--- config.mk ---
export PLATFORM = sky130hd
export DESIGN_NAME = pipe_hazard_ctrl
export DESIGN_NICKNAME = d
export VERILOG_FILES = /design/src/rtl/pipe_hazard_ctrl.sv
export SDC_FILE = /design/constraint.sdc
export NUM_CORES = 1
export LEC_CHECK = 0
export ABC_CLOCK_PERIOD_IN_PS = 2200
export BUFFER_PORTS_ARGS = -buffer_cell sky130_fd_sc_hd__buf_4
export CAP_MARGIN = 40
export CORE_MARGIN = 1
export CORE_UTILIZATION = 48
export CTS_CLUSTER_DIAMETER = 60
export DETAILED_ROUTE_END_ITERATION = 7
export MAX_ROUTING_LAYER = met4
export PLACE_DENSITY = 0.8
export SYNTH_ARGS = -nofsm -noshare
export SYNTH_HDL_FRONTEND = slang
export SYNTH_SLANG_ARGS = --single-unit
export TNS_END_PERCENT = 20
--- constraint.sdc ---
create_clock -name clk -period 2.2 [get_ports clk]
set_input_delay 0.11 -clock clk [delete_from_list [all_inputs] [get_ports clk]]
set_output_delay 0.11 -clock clk [all_outputs]
set_load 0.005 [all_outputs]
--- src/rtl/pipe_hazard_ctrl.sv ---
// Pipeline interlock / flush sequencer for the 5-stage MIPS core.
// Optional stall_cycles performance counter is built only when HAZARD_STALL_CNT_EN is defined.
module pipe_hazard_ctrl #(
  parameter int MEM_TIMEOUT = 255,
  parameter int CNT_W       = 16
) (
  input  logic             clk,
  input  logic             rst,
  input  logic [4:0]       id_rs,
  input  logic [4:0]       id_rt,
  input  logic             id_uses_rs,
  input  logic             id_uses_rt,
  input  logic [1:0]       id_jump,
  input  logic [4:0]       ex_rd,
  input  logic             ex_mem_read,
  input  logic             ex_reg_write,
  input  logic             ex_branch_taken,
  input  logic             mem_req,
  input  logic             mem_ready,
  output logic             pc_write,
  output logic             ifid_write,
  output logic             ifid_flush,
  output logic             idex_bubble,
  output logic             exmem_hold,
  output logic             mem_timeout,
  output logic [CNT_W-1:0] stall_cycles
);

  typedef enum logic [1:0] {RUN, JR_WAIT, MEM_WAIT} state_t;

  localparam logic [9:0] TMO = 10'(MEM_TIMEOUT);

  state_t     state, state_nxt;
  logic [9:0] timer, timer_nxt;
  logic       mem_wait, match, load_use, jr_load, is_jump;
  logic       pc_w, ifid_w, flush, bubble, hold;

  assign mem_wait = mem_req && !mem_ready;
  assign match    = (ex_rd != 5'd0) &&
                    ((id_uses_rs && (ex_rd == id_rs)) || (id_uses_rt && (ex_rd == id_rt)));
  assign load_use = ex_mem_read && ex_reg_write && match;
  assign jr_load  = (id_jump == 2'b10) && ex_mem_read && (ex_rd == id_rs) && (ex_rd != 5'd0);
  assign is_jump  = (id_jump == 2'b01) || (id_jump == 2'b10);

  always_comb begin
    pc_w      = 1'b1;
    ifid_w    = 1'b1;
    flush     = 1'b0;
    bubble    = 1'b0;
    hold      = 1'b0;
    state_nxt = state;
    timer_nxt = timer;
    case (state)
      RUN: begin
        if (mem_wait) begin
          pc_w      = 1'b0;
          ifid_w    = 1'b0;
          hold      = 1'b1;
          state_nxt = MEM_WAIT;
          timer_nxt = 10'd1;
        end else if (ex_branch_taken) begin
          flush  = 1'b1;
          bubble = 1'b1;
        end else if (load_use) begin
          pc_w   = 1'b0;
          ifid_w = 1'b0;
          bubble = 1'b1;
        end else if (jr_load) begin
          pc_w      = 1'b0;
          ifid_w    = 1'b0;
          bubble    = 1'b1;
          state_nxt = JR_WAIT;
        end else if (is_jump) begin
          flush = 1'b1;
        end
      end
      JR_WAIT: begin
        pc_w   = 1'b0;
        ifid_w = 1'b0;
        if (mem_wait) begin
          hold      = 1'b1;
          state_nxt = MEM_WAIT;
          timer_nxt = 10'd1;
        end else begin
          // second JR stall: load data becomes forwardable from WB next cycle
          bubble    = 1'b1;
          state_nxt = RUN;
        end
      end
      MEM_WAIT: begin
        if (mem_wait) begin
          pc_w   = 1'b0;
          ifid_w = 1'b0;
          hold   = 1'b1;
          if (timer != TMO) timer_nxt = timer + 10'd1;
        end else begin
          // ready, or request withdrawn: either way the access is over
          state_nxt = RUN;
          timer_nxt = 10'd0;
        end
      end
      default: begin
        state_nxt = RUN;
        timer_nxt = 10'd0;
      end
    endcase
  end

  always_ff @(posedge clk or posedge rst) begin
    if (rst) begin
      state       <= RUN;
      timer       <= 10'd0;
      mem_timeout <= 1'b0;
    end else begin
      state <= state_nxt;
      timer <= timer_nxt;
      if (state_nxt == MEM_WAIT && timer_nxt == TMO) mem_timeout <= 1'b1;
    end
  end

  assign pc_write    = rst ? 1'b1 : pc_w;
  assign ifid_write  = rst ? 1'b1 : ifid_w;
  assign ifid_flush  = rst ? 1'b0 : flush;
  assign idex_bubble = rst ? 1'b0 : bubble;
  assign exmem_hold  = rst ? 1'b0 : hold;

`ifdef HAZARD_STALL_CNT_EN
  logic [CNT_W-1:0] stall_cnt;

  always_ff @(posedge clk or posedge rst) begin
    if (rst) stall_cnt <= '0;
    else if (!pc_write) stall_cnt <= stall_cnt + 1'b1;
  end

  assign stall_cycles = stall_cnt;
`else
  assign stall_cycles = '0;
`endif

endmodule

==> run metrics <==
status complete, no violations; Final Hold Fails 0; R2R Path End mem_timeout$_DFFE_PP0P_; gp weighted congestion 0.911; setup violators final 0; CP endpoint kind flop; Int Power 0.380 mW; Placed Area 0.00135 mm^2; Total Wirelength approximately 2.7 mm; die width around 51 um; I/O Buffers 31; Avg Synthesized Cell Area 8.37 um^2; TritonCTS clock tree yes; Final Cell Area around 0.0014 mm^2; worst-path maximum fanout 7; global-route wire length before repair 4.44 mm; synthesized area 0.00115 mm^2; sequential element share of the synthesized area 28.2%; post-synthesis async set-or-reset flop share 100%; via/cell ratio 5.73; Max Cap Viol 0; drt drc 0; vias in the first global route ~1100; HPWL after detailed placement between 2 and 2.5 mm; Clk pwr share between 20% and 30%; crit path from timer[0]$_DFF_PP0_; dpl cells about 200; Worst setup SP type flop; HP Start id_uses_rs; synth unique cells 41; CTS max path bufs 2; main flop type after synthesis dfrtp_1; Comb pwr share between 20% and 30%; CP Data Arrival Time 2.19 ns; worst hold endpoint state[0]$_DFF_PP0_; period utilisation layout between 90 and 100%; clk root buf clkbuf_4; RSZ-0062 raised after global routing no; Cells on Worst Hold Path 4; Hold Crit Class input pin to flop; critical path class flop to flop; layout cells sized above 1 27.3%; Die Span Y 51.1 um; CP cell instances ha_1, nand3_1, nor3_2, xor2_1, o22ai_1, nand2_1, o41ai_2; slowest stage delay, CP about 0.43 ns; IO Count 48; sw power between 0.15 and 0.2 mW; Num CTS Buffers 3; WL per Instance between 10 and 15 um; Post-synth EDFFs 0; top-area cell type share of the netlist area between 20% and 30%; Area Overhead vs Synth 21.2%; area of the core 0.00223 mm^2; initial core utilization 51.7%; non-filler instance count after layout 200; Post-CTS Repair Setup Buffers 0; Max H-tree Level 1; most instantiated cells after synthesis buf_4, dfrtp_1, nand2_1; Max-slew headroom 64.8%; Area contributors post-synth dfrtp_1, buf_4, xnor2_1; reg2reg start timer[0]$_DFF_PP0_; Leak approximately 0.64 nW; Flop pwr share between 40% and 50%; row count 17; Sw Ratio 29.0%; FF-to-FF setup slack 0.19 ns; Syn. warnings 0; Max Transition Viols Final 0; clk sink count 13; die area approximately 0.0026 mm^2; multi-input logic area 744 um^2; Detail Route Antenna Nets 0; Slowest-stage cell, CP dfrtp_1; n_diodes 0; vias 1146; Yosys top cell by area dfrtp_1; worst-skew pair later-pin latency 0.29 ns; max frequency 0.498 GHz; synthesized flop and latch total 13; min cycle time layout 2.01 ns; Reg clk slew, reported paths 0.08 ns; Setup Skew 0.00879 ns; Min Hold Slack about 0.099 ns; FF/Latch Area 325 um^2; initial antenna violation count 0; most numerous cell in the Yosys netlist buf_4; DRT Pass-1 Iters 4; initial DRC count 54; pin count of the biggest net entering global routing 14; r2r worst-path depth 7; Post-Synthesis Cells approximately 140; Layout Nets 201; filler cell count 202; TNS Setup 0 ns; slew at the pin with the worst max-slew slack 0.527 ns; post-layout power roughly 0.54 mW; Critical Path RT 2.39 ns; global router's overall resource usage 23.3%; grt total ovfl 0; cell area power density about 380 mW/mm^2; worst vdd ir roughly 0.22 mV
-- area by class of cell --
cell class | instances | area share [%]
well taps | 28 | 2.50
repair buffers | 33 | 17.9
flip-flops and latches | 13 | 23.2
clock buffers | 4 | 1.88
inverters | 5 | 1.34
multi-input cells | 117 | 53.2
-- metal layers --
| layer | wire length [um] | part of all wire [%] | track usage, % | vias up |
|---|---|---|---|---|
| li1 | - | - | - | 541 |
| met1 | 1060 | 39 | 26.3 | 534 |
| met2 | 1450 | 53 | 41.4 | 66 |
| met3 | 171 | 6.3 | 1.19 | 5 |
| met4 | 57 | 2.1 | 12.0 | 0 |
| met5 | 0 | 0 | - | - |
-- flip-flops by register name, summed over array words and instances (netlist names) --
register,flops
mem_timeout,1
state,2
timer,10
-- layout by cell type, fill, tap and decap left out, types with 3 or more instances in the layout --
cell,instances
buf_4,32
nand2_1,13
o21ai_0,6
a31oi_1,4
a21oi_1,8
inv_1,5
xnor2_1,8
conb_1,16
dfrtp_1,13
xor2_1,3
nand2b_1,3
nor2_1,8
nor3_1,3
nand3_1,4
clkbuf_4,3
nand4_1,6
nor4_1,4
-- worst max-delay path: cells and delay by family, from the launching register on --
family | cells | cell delay (ns)
AND/OR/NAND/NOR | 3 | 0.55
AO/OA/AOI/OAI | 2 | 0.52
flip-flops | 1 | 0.43
adder cells (fa/ha/maj) | 1 | 0.30
XOR/XNOR | 1 | 0.10
-- repair_timing --
item                                    4_1_cts  5_1_grt
hold endpoints to repair                     13        0
endpoints found under the setup margin        0        1
resized for setup                             0        2
hold buffers                                  1        0
-- worst max-delay path by stage --
| stage | cells after the start | slack, ns | end |
|---|---|---|---|
| finish | 7 | 0.19 | mem_timeout$_DFFE_PP0P_ |
| global route | 7 | 0.02 | mem_timeout$_DFFE_PP0P_ |
| CTS | 7 | 0.16 | mem_timeout$_DFFE_PP0P_ |
| detailed placement | 6 | 0.20 | mem_timeout$_DFFE_PP0P_ |
| global placement | 6 | 0.31 | mem_timeout$_DFFE_PP0P_ |
| floorplan | 6 | 0.43 | mem_timeout$_DFFE_PP0P_ |
-- per-stage QoR --
stage | setup slack, ns | utilization, %
3_3_place_gp | 0.307 | 60.6
3_5_place_dp | 0.195 | 60.6
4_1_cts | 0.164 | 62.2
6_report | 0.194 | 62.7
2_1_floorplan | 0.428 | -
5_1_grt | 0.0169 | 62.7
-- power groups by stage --
stage	clock network (mW)	logic (mW)	registers, mW
after CTS	0.154	0.128	0.251
after detailed placement	0	0.126	0.256
after global routing	0.165	0.144	0.252
after global placement	0	0.122	0.255
final	0.155	0.129	0.251
after floorplan	0	0.0862	0.254
-- cells by family after synthesis --
logic type,Yosys count,share of synthesized area [%]
compound gates,32,19.0
mux,1,0.867
xor+xnor,11,8.34
other cells,1,0.325
fa+ha+maj,2,2.17
buf+inv,23,13.1
flops,13,28.2
simple gates,55,28.1
No activity file was read; power rests on OpenSTA's default activity.
